**src/rtl/instr_fifo.sv**
```systemverilog
// Decoded micro-instruction buffer between the decoder and dispatch.
// One push per cycle in, the two oldest entries out, 0..2 retired per cycle, single-cycle flush.
`ifndef DECODE_INFO_DW
`define DECODE_INFO_DW 32
`endif

module instr_fifo #(
   parameter  int DW    = `DECODE_INFO_DW,
   parameter  int DEPTH = 8,
   localparam int AW    = $clog2(DEPTH)
) (
   input  logic          CLK,
   input  logic          RST,
   input  logic          flush,
   input  logic          instrFifo_push,
   input  logic [DW-1:0] decode_microInstr,
   output logic          instrFifo_reject,
   output logic          dispatch_valid0,
   output logic [DW-1:0] dispatch_info0,
   output logic          dispatch_valid1,
   output logic [DW-1:0] dispatch_info1,
   input  logic [1:0]    dispatch_pop,
   output logic [AW:0]   fifo_count,
   output logic          fifo_empty
);

   logic [DW-1:0] mem [DEPTH];
   logic [AW:0]   rd_ptr;
   logic [AW:0]   wr_ptr;
   logic [AW:0]   count;
   logic [AW-1:0] rd_idx0;
   logic [AW-1:0] rd_idx1;
   logic [AW-1:0] wr_idx;
   logic [1:0]    pop_req;
   logic [AW:0]   pop_eff;
   logic          push_acc;

   // Full/empty are told apart by the wrap bit, so the subtraction is exact modulo 2^(AW+1).
   assign count   = wr_ptr - rd_ptr;
   assign rd_idx0 = rd_ptr[AW-1:0];
   assign rd_idx1 = rd_ptr[AW-1:0] + AW'(1);
   assign wr_idx  = wr_ptr[AW-1:0];

   // Reject is taken from registered state only; a same-cycle pop never frees a slot for the push.
   assign instrFifo_reject = (count == (AW+1)'(DEPTH));
   assign push_acc         = instrFifo_push & ~instrFifo_reject & ~flush;

   always_comb begin
      pop_req = (dispatch_pop == 2'd3) ? 2'd2 : dispatch_pop;
      pop_eff = ((AW+1)'(pop_req) > count) ? count : (AW+1)'(pop_req);
   end

   assign dispatch_valid0 = (count != '0);
   assign dispatch_valid1 = (count > (AW+1)'(1));
   assign dispatch_info0  = mem[rd_idx0];
   assign dispatch_info1  = mem[rd_idx1];
   assign fifo_count      = count;
   assign fifo_empty      = (count == '0);

   always_ff @(posedge CLK) begin
      if (RST) begin
         rd_ptr <= '0;
         wr_ptr <= '0;
         for (int unsigned i = 0; i < DEPTH; i++) begin
            mem[AW'(i)] <= '0;
         end
      end else if (flush) begin
         rd_ptr <= '0;
         wr_ptr <= '0;
      end else begin
         rd_ptr <= rd_ptr + pop_eff;
         if (push_acc) begin
            mem[wr_idx] <= decode_microInstr;
            wr_ptr      <= wr_ptr + (AW+1)'(1);
         end
      end
   end

endmodule

```
**config.mk**
```make
export PLATFORM = sky130hd
export DESIGN_NAME = instr_fifo
export DESIGN_NICKNAME = d
export VERILOG_FILES = /design/src/rtl/instr_fifo.sv
export SDC_FILE = /design/constraint.sdc
export NUM_CORES = 1
export LEC_CHECK = 0
export ABC_AREA = 1
export CELL_PAD_IN_SITES_DETAIL_PLACEMENT = 0
export CELL_PAD_IN_SITES_GLOBAL_PLACEMENT = 1
export CORE_ASPECT_RATIO = 0.75
export CORE_MARGIN = 2
export CORE_UTILIZATION = 45
export CTS_BUF_LIST = sky130_fd_sc_hd__clkbuf_16
export CTS_CLUSTER_DIAMETER = 30
export DETAILED_ROUTE_END_ITERATION = 10
export GPL_TIMING_DRIVEN = 0
export HOLD_SLACK_MARGIN = 0.12
export PLACE_DENSITY = 0.83
export SYNTH_ARGS = -nofsm -noshare
export SYNTH_HDL_FRONTEND = slang
export SYNTH_SLANG_ARGS = --single-unit
export TNS_END_PERCENT = 20
```
**constraint.sdc**
```tcl
create_clock -name CLK -period 4 [get_ports CLK]
set_input_delay 1.2 -clock CLK [delete_from_list [all_inputs] [get_ports CLK]]
set_output_delay 1.2 -clock CLK [all_outputs]
set_load 0.005 [all_outputs]
```
==> results.cfg, run 1 <==
[power]
swShare = 0.274
vdd.ir_drop.worst_mv = 0.388
power_report.internal_total_uw = 7350
p_leak_uw = 0.00750
power.switching_uw = 2780
p_seq_frac = 0.315
power.share.clock = 0.501
power_frac_comb = 0.184
p_per_area_mw_per_mm2 = 550

[global_route]
globalRouteOverflowTotal = 0
number_of_global_route_vias_before_repair = 13000
grt_antenna_before_repair = 0
grt_pass1_wl_um = 73500
grt_start_max_net_pins = 33
grt_use_total = 0.298

[detailed_routing]
post_drt_wl_per_cell_um = 22.0
wirelength_um = 49600
drt-initial-drc-count = 1278
detail-route-antenna-nets = 0
dr_total_vias = 13100
route.detailed.vias_per_inst = 5.82
remaining_drc_errors = 0
drt-pass1-iter-count = 6

[sta]
clock-skew-final_ns = 0.0114
fin_crit_ns = 3.98
clock.fmax_ghz = 0.251
final.hold.worst_slack_ns = 0.507
max_slew.worst_pin.slew_ns = 0.931
hold_viol_final = 0
setup_repair_after_global_routing_missed_its_margin = true
max_slew_margin = 0.377
setup_ws_ns = 0.0197
share_of_the_clock_period_used_by_the_worst_path_after_layout = 0.995
final_max_slew_viol_count = 0
setup-violations-final = 0

[floorplan]
placeableCoreArea_mm2 = 0.0312
design.die.area_mm2 = 0.0330
die_h_um = 158
number_of_standard_cell_rows_in_the_floorplan = 56
initial_core_util = 0.455
die_width_um = 209
floorplan.io_pins = 110

[logic_synthesis]
synth.yosys.seq_area_share = 0.553
synth.cell_area_mm2 = 0.0142
ys_warn_count = 0
syn-num-nets = 1674
post_synth_num_cell_types = 30
asyncSetResetFlopFracSynth = 0
postSynthRegisterBits = 264
syn_avg_cell_area_um2 = 8.74
synth-edff-count = 256
ys.flop_type = sky130_fd_sc_hd__edfxtp_1
synthCells = 1624

[clock_tree]
sinks_on_clock_net = 264
root_buffer_cell = sky130_fd_sc_hd__clkbuf_16
cts.path.max_buffers = 3
clock_tree.htree_level_count = 2
cts_tree = yes
path_clk_slew_ns = 0.04
worstSkewPairLatency_ns = 0.57
cts_buffers = 56

[worst_setup_path]
critPathKind = register to output pin
worst_ep_arrival_time_ns = 2.78
worstPathMaxFanout = 10
timing.critical_path.to_type = output pin
critical_path_required_ns = 2.80
startpoint_type = register

[final_layout]
area.growth.synth_to_final_pct = 29.8
seq_area_mm2 = 0.00786
layout.cells.most_common = sky130_fd_sc_hd__nor2_1
multi_input_comb_area_mm2 = 0.00523
layout.cells.most_common_list = sky130_fd_sc_hd__nor2_1 (424), sky130_fd_sc_hd__edfxtp_1 (256), sky130_fd_sc_hd__o21ai_0 (233)
final.fill_count = 2691
fin_nets = 1856
n_antenna_cell = 0
drive_gt1_frac = 0.134

[run_status]
outcome = finished, final reports clean

[hold_path]
worst_hold_path_type = register to register

[place]
dpl_worst_slack_ns = -0.479
place_congestion = 0.893
detailed_place_hpwl_um = 33400
io_buffer_count = 109

[run]
maxCapViolations = 0
per-stage QoR:
stage / instances / power [uW] / setup TNS [ns] / utilization / area [um2]
4_1_cts: 2256 / 10100 / -0.0886 / 0.587 / 18300
3_5_place_dp: 2145 / 5000 / -15.93 / 0.512 / 16000
6_report: 2257 / 10100 / 0 / 0.591 / 18400
2_1_floorplan: 1624 / 4120 / 0 / - / 14200
3_3_place_gp: 2139 / 4960 / -207.72 / 0.506 / 15800
5_1_grt: 2257 / 10400 / -0.308 / 0.591 / 18400
Yosys cell counts, types with 2 or more instances:
cell                       instances  area [um2]
sky130_fd_sc_hd__inv_1           147         552
sky130_fd_sc_hd__nor2_1          428        1610
sky130_fd_sc_hd__nand3_1           9        45.0
sky130_fd_sc_hd__o21ai_1          16        80.1
sky130_fd_sc_hd__buf_1            21        78.8
sky130_fd_sc_hd__inv_2             2        7.51
sky130_fd_sc_hd__buf_2            38         190
sky130_fd_sc_hd__o21ai_0         241        1210
sky130_fd_sc_hd__o211ai_1         32         240
sky130_fd_sc_hd__ha_1             10         125
sky130_fd_sc_hd__nand4_1           4        25.0
sky130_fd_sc_hd__dfxtp_1           8         160
sky130_fd_sc_hd__fa_1              2        40.0
sky130_fd_sc_hd__a31oi_1          64         400
sky130_fd_sc_hd__buf_6            13         146
sky130_fd_sc_hd__nand2_1          95         357
sky130_fd_sc_hd__clkbuf_1         48         180
sky130_fd_sc_hd__a21oi_1         169         846
sky130_fd_sc_hd__xnor2_1           3        26.3
sky130_fd_sc_hd__buf_4             4        30.0
sky130_fd_sc_hd__xor2_1            3        26.3
sky130_fd_sc_hd__nand4_4           4        85.1
sky130_fd_sc_hd__edfxtp_1        256        7690
flip-flops by register name, summed over array words and instances (netlist names):
signal  flops
wr_ptr      4
rd_ptr      4
mem       256
area by class of cell:
class	count	share of cell area
buffer	124	0.0452
timing repair buffer	124	0.0740
tap	406	0.0276
sequential	264	0.427
clock inverter	47	0.0355
multi-input combinational	1087	0.284
clock buffer	56	0.0761
inverter	149	0.0308
worst paths after layout:
check,from,end,slack [ns],cells past startpoint
hold / removal,rd_ptr[3],rd_ptr[3],0.51,1
setup / recovery,rd_ptr[0],dispatch_info1[0],0.02,9
hold reg to reg,rd_ptr[3],rd_ptr[3],0.51,1
setup reg to reg,wr_ptr[0],mem[2][9],0.50,14
kinds of logic after synthesis:
group,share of synthesized area
buf+inv,0.0835
fa+ha+maj,0.0116
simple gates,0.152
xor+xnor,0.00370
compound gates,0.195
other cells,0.000264
flops,0.553
per-layer routing:
layer / track usage / share of wire / up-vias
met5: 0 / 0 / -
met4: 0.137 / 0.035 / 0
met3: 0.0706 / 0.11 / 123
met2: 0.466 / 0.44 / 799
met1: 0.395 / 0.42 / 6271
li1: - / - / 5946
power by group through the flow:
stage / combinational [uW] / clock [uW] / sequential (uW)
floorplan: 893 / 0 / 3230
global route: 2000 / 5230 / 3200
global placement: 1720 / 0 / 3250
CTS: 1820 / 5080 / 3190
finish: 1870 / 5070 / 3200
detailed placement: 1750 / 0 / 3250
critical path, stage by stage, from the launching register on:
cell and delay, ns:
sky130_fd_sc_hd__dfxtp_4 0.39, sky130_fd_sc_hd__buf_12 0.13, sky130_fd_sc_hd__inv_2 0.03, sky130_fd_sc_hd__buf_2 0.16, sky130_fd_sc_hd__buf_4 0.21, sky130_fd_sc_hd__buf_4 0.22, sky130_fd_sc_hd__a21oi_1 0.14, sky130_fd_sc_hd__o21ai_0 0.09
sky130_fd_sc_hd__a31oi_1 0.25, sky130_fd_sc_hd__clkdlybuf4s50_1 0.55
what timing repair did:
item                                    CTS  global route
pin swaps                                 2            10
endpoints found under the setup margin  121            54
gates resized for setup                 109            59
hold buffers                              0             0
buffers inserted                          8             1
gates cloned                              0             0
hold endpoints to repair                  0             0
Note: power is estimated with default switching activity, not from simulation.
==> inputs of run 2 (changes only) <==
Settings changed: CORE_UTILIZATION 45 to 47, CTS_BUF_LIST sky130_fd_sc_hd__clkbuf_16 to sky130_fd_sc_hd__clkbuf_8, PLACE_DENSITY 0.83 to 0.86.
==> results.cfg, run 2 (same netlist as run 1, synthesis figures left out) <==
[worst_setup_path]
timing.reg2reg.worst_path_depth = 11
path_cells = buf_12 -> buf_4 -> buf_1 -> nor2_1 -> a31oi_1 -> clkdlybuf4s50_1
worst_ep_arrival_time_ns = 2.80
critical_path_required_ns = 2.80
timing.critical_path.to_type = output pin
path_depth = 6
critPathMaxStageDelay_ns = 0.55
critPathKind = register to output pin
startpoint_type = register
cp_slowest_cell = sky130_fd_sc_hd__buf_1
critPathTopFamily = buffers and inverters
worstPathMaxFanout = 10
critical_path.n_buffers_inverters = 4

[detailed_routing]
detail-route-antenna-nets = 0
drt-initial-drc-count = 1362
remaining_drc_errors = 0
route.detailed.vias_per_inst = 5.80
dr_total_vias = 13000
post_drt_wl_per_cell_um = 21.6
drt-pass1-iter-count = 8
wirelength_um = 48500

[power]
p_leak_uw = 0.00722
vdd.ir_drop.worst_mv = 0.274
p_per_area_mw_per_mm2 = 455

[global_route]
globalRouteOverflowTotal = 0
grtUsageMet1 = 0.421
grt_pass1_wl_um = 73000
grt_util_met3 = 0.0780
grt_start_max_net_pins = 33
number_of_global_route_vias_before_repair = 12600
grt_util_met2 = 0.460
top_usage_layer = met2
grt_use_total = 0.307
grt_antenna_before_repair = 0

[sta]
setup_repair_after_global_routing_missed_its_margin = true
setup-violations-final = 0
hold_viol_final = 0
share_of_the_clock_period_used_by_the_worst_path_after_layout = 1.00
final_max_slew_viol_count = 0
clock.fmax_ghz = 0.250
max_slew.worst_pin.slew_ns = 0.984
max_slew_margin = 0.342
fin_crit_ns = 4.00
final.hold.worst_slack_ns = 0.513
clock-skew-final_ns = 0.0174

[clock_tree]
cts_buffers = 54
cts.path.max_buffers = 3
root_buffer_cell = sky130_fd_sc_hd__clkbuf_8
worstSkewPairLatency_ns = 0.60
hold_fix_buffer_count_after_cts = 0
sinks_on_clock_net = 264
cts_tree = yes
clock_tree.htree_level_count = 2
path_clk_slew_ns = 0.06

[place]
place_congestion = 0.923
io_buffer_count = 109
detailed_place_hpwl_um = 32600

[floorplan]
number_of_standard_cell_rows_in_the_floorplan = 55
die_width_um = 205
placeableCoreArea_mm2 = 0.0299
initial_core_util = 0.474
floorplan.io_pins = 110
design.die.area_mm2 = 0.0316
die_h_um = 154

[final_layout]
area.growth.synth_to_final_pct = 23.1
final.fill_count = 2640
n_antenna_cell = 0
layout.cells.most_common = sky130_fd_sc_hd__nor2_1
multi_input_comb_area_mm2 = 0.00525
largest-register = mem
seq_area_mm2 = 0.00786
biggest_regs = mem x256, rd_ptr x4, wr_ptr x4
drive_gt1_frac = 0.127
largest_reg_flops = 256
layout.cells.most_common_list = sky130_fd_sc_hd__nor2_1 (424), sky130_fd_sc_hd__edfxtp_1 (256), sky130_fd_sc_hd__o21ai_0 (235)
fin_nets = 1856
fin_util = 0.584

[hold_path]
hold-path-cell-count = 1
worst_hold_path_type = register to register

[run]
maxCapViolations = 0

[run_status]
outcome = finished, final reports clean
run 2: cell count changes in the layout (fill, tap and decap cells not counted), moves of 4 or more:
cell                              previous run  this run
sky130_fd_sc_hd__clkbuf_8                    2        58
sky130_fd_sc_hd__clkdlybuf4s50_1            79        71
sky130_fd_sc_hd__bufinv_16                  14         5
sky130_fd_sc_hd__dlymetal6s2s_1             18        31
sky130_fd_sc_hd__clkbuf_16                  57         0
sky130_fd_sc_hd__clkbuf_1                   10        14
sky130_fd_sc_hd__dlygate4sd2_1              12         7
sky130_fd_sc_hd__clkinv_4                    7         3
sky130_fd_sc_hd__inv_6                       7         1
sky130_fd_sc_hd__clkinv_2                    5        12
sky130_fd_sc_hd__clkinv_1                    4        11
sky130_fd_sc_hd__clkbuf_4                   11         6
run 2: path summary, 6_finish.rpt:
kind / slack, ns / endpoint / startpoint
max reg2reg: 0.38 / mem[2][0] / rd_ptr[1]
min reg2reg: 0.51 / rd_ptr[3] / rd_ptr[3]
min: 0.51 / rd_ptr[3] / rd_ptr[3]
max: 0.001 / dispatch_info0[24] / rd_ptr[2]
run 2: stage by stage:
step / TNS (ns) / cells / total power [uW] / cell area [um2] / worst slack, ns
4_1_cts: -0.157 / 2245 / 7920 / 17300 / -0.0686
5_1_grt: -0.618 / 2248 / 8240 / 17500 / -0.111
3_5_place_dp: -19.32 / 2137 / 5000 / 15900 / -0.486
2_1_floorplan: 0 / 1624 / 4120 / 14200 / 0.682
6_report: 0 / 2248 / 7950 / 17500 / 0.00141
3_3_place_gp: -189.76 / 2132 / 4960 / 15800 / -0.880
run 2: routing by layer:
metal | vias up | part of all wire
met4 | 0 | 0.038
met2 | 744 | 0.43
met1 | 6211 | 0.42
met5 | - | 0
li1 | 5945 | -
met3 | 131 | 0.11
run 2: area by class of cell:
cell class                      instances  share of cell area
Clock buffer                           55              0.0433
Clock inverter                         44              0.0200
Buffer                                124              0.0458
Timing Repair Buffer                  126              0.0793
Sequential cell                       264               0.450
Tap cell                              399              0.0286
Multi-Input combinational cell       1087               0.300
Inverter                              149              0.0327
run 2: power breakdown:
part | switching [uW] | total (uW) | internal, uW | leakage, uW
combinational | 1120 | 1850 | 740 | 0.00393
sequential | 51.5 | 3190 | 3140 | 0.00271
clock | 1280 | 2900 | 1620 | 0.000581
run 2: what timing repair did:
action,CTS,global route
endpoints found under the setup margin,152,57
cloned,0,0
pin swaps,5,7
setup buffers,9,3
resized for setup,96,69
==> inputs of run 3 (changes only) <==
Settings changed: CORE_MARGIN 2 to 1.5, GPL_TIMING_DRIVEN 0 to 1.
==> results.cfg, run 3 (same netlist as run 1, synthesis figures left out) <==
[floorplan]
number_of_standard_cell_rows_in_the_floorplan = 54
die_width_um = 204
initial_core_util = 0.483
floorplan.io_pins = 110
design.die.area_mm2 = 0.0313
die_h_um = 153
placeableCoreArea_mm2 = 0.0294

[clock_tree]
path_clk_slew_ns = 0.06
root_buffer_cell = sky130_fd_sc_hd__clkbuf_8
sinks_on_clock_net = 264
clock_tree.htree_level_count = 2
cts.path.max_buffers = 3
worstSkewPairLatency_ns = 0.60
cts_tree = yes
cts_buffers = 51

[final_layout]
area.growth.synth_to_final_pct = 19.9
final.fill_count = 2664
largest_reg_flops = 256
n_antenna_cell = 0
instances_no_fill = 2157
drive_gt1_frac = 0.0901
biggest_regs = mem x256, rd_ptr x4, wr_ptr x4
final_design_area_no_fill_mm2 = 0.0170
layout.cells.most_common_list = sky130_fd_sc_hd__nor2_1 (423), sky130_fd_sc_hd__edfxtp_1 (256), sky130_fd_sc_hd__o21ai_0 (238)
fin_util = 0.579
layout.cells.most_common = sky130_fd_sc_hd__nor2_1
fin_nets = 1777
largest-register = mem

[global_route]
grt_antenna_before_repair = 0
grt_pass1_wl_um = 63500
number_of_global_route_vias_before_repair = 11600
grt_start_max_net_pins = 141
globalRouteOverflowTotal = 0
grt_use_total = 0.259

[sta]
fin_crit_ns = 3.93
setup-violations-final = 0
clock.fmax_ghz = 0.255
max_slew.worst_pin.slew_ns = 0.569
clock-skew-final_ns = 0.0242
share_of_the_clock_period_used_by_the_worst_path_after_layout = 0.982
max_slew_margin = 0.621
hold_viol_final = 0
setup_repair_after_global_routing_missed_its_margin = true
final_max_slew_viol_count = 0
final.hold.worst_slack_ns = 0.528

[worst_setup_path]
critical_path_required_ns = 2.80
startpoint_type = register
critPathKind = register to output pin
cp_slowest_cell = sky130_fd_sc_hd__clkdlybuf4s50_1
critical_path.n_buffers_inverters = 3
worst_ep_arrival_time_ns = 2.73
timing.critical_path.to_type = output pin
worstPathMaxFanout = 8
timing.reg2reg.setup_slack_ns = 0.94
critPathTopFamily = buffers and inverters
path_cells = ha_4 -> buf_4 -> buf_4 -> a21oi_1 -> o21ai_0 -> o21ai_0 -> nor2_1 -> a31oi_1 -> clkdlybuf4s50_1
critPathMaxStageDelay_ns = 0.54

[power]
p_per_area_mw_per_mm2 = 453
vdd.ir_drop.worst_mv = 0.331
p_leak_uw = 0.00689
power.total_uw = 7710

[detailed_routing]
post_drt_wl_per_cell_um = 19.2
wirelength_um = 41500
drt-initial-drc-count = 1335
drt-pass1-iter-count = 5
detail-route-antenna-nets = 0
dr_total_vias = 12300
remaining_drc_errors = 0
route.detailed.vias_per_inst = 5.69

[place]
place_congestion = 0.812
io_buffer_count = 109
dp_cells = 2052
detailed_place.area_mm2 = 0.0157
detailed_place_hpwl_um = 23900

[run_status]
outcome = finished, final reports clean

[run]
maxCapViolations = 0

[hold_path]
worst_hold_path_type = register to register
[run 3: where the power goes]
part | switching [uW] | internal, uW
clock | 1200 | 1580
sequential | 49.9 | 3140
combinational | 1010 | 738
total | 2260 | 5460
[run 3: cell type report]
class                      instances  area (um2)  share of cell area
clock inverter                    40         333              0.0196
tap                              392         490              0.0288
clock buffer                      51         702              0.0413
sequential                       264        7850               0.462
multi-input combinational       1087        5220               0.307
timing repair buffer             174        1850               0.109
inverter                         149         567              0.0333
[run 3: repair_timing]
item	CTS	global route
buffers inserted	3	8
endpoints found under the setup margin	37	59
pin swaps	1	13
gates cloned	0	3
gates resized for setup	9	44
hold buffers	0	0
[run 3: worst paths after layout]
| kind | cells past startpoint | from | to |
|---|---|---|---|
| hold reg to reg | 1 | rd_ptr[3] | rd_ptr[3] |
| setup / recovery | 9 | rd_ptr[0] | dispatch_info1[0] |
| hold / removal | 1 | rd_ptr[3] | rd_ptr[3] |
| setup reg to reg | 14 | rd_ptr[0] | rd_ptr[2] |
[run 3: per-stage QoR]
| step | setup TNS (ns) | setup WS [ns] |
|---|---|---|
| after global placement | 0 | 0.463 |
| after CTS | -0.0712 | -0.0344 |
| after global routing | -0.274 | -0.0530 |
| after floorplan | 0 | 0.682 |
| after detailed placement | 0 | 0.427 |
| final | 0 | 0.0738 |
[run 3: layer usage]
layer  wire length, um  track usage
met5                 0            0
met1             18100        0.371
met4               858       0.0868
met2             18900        0.399
met3              3680       0.0456
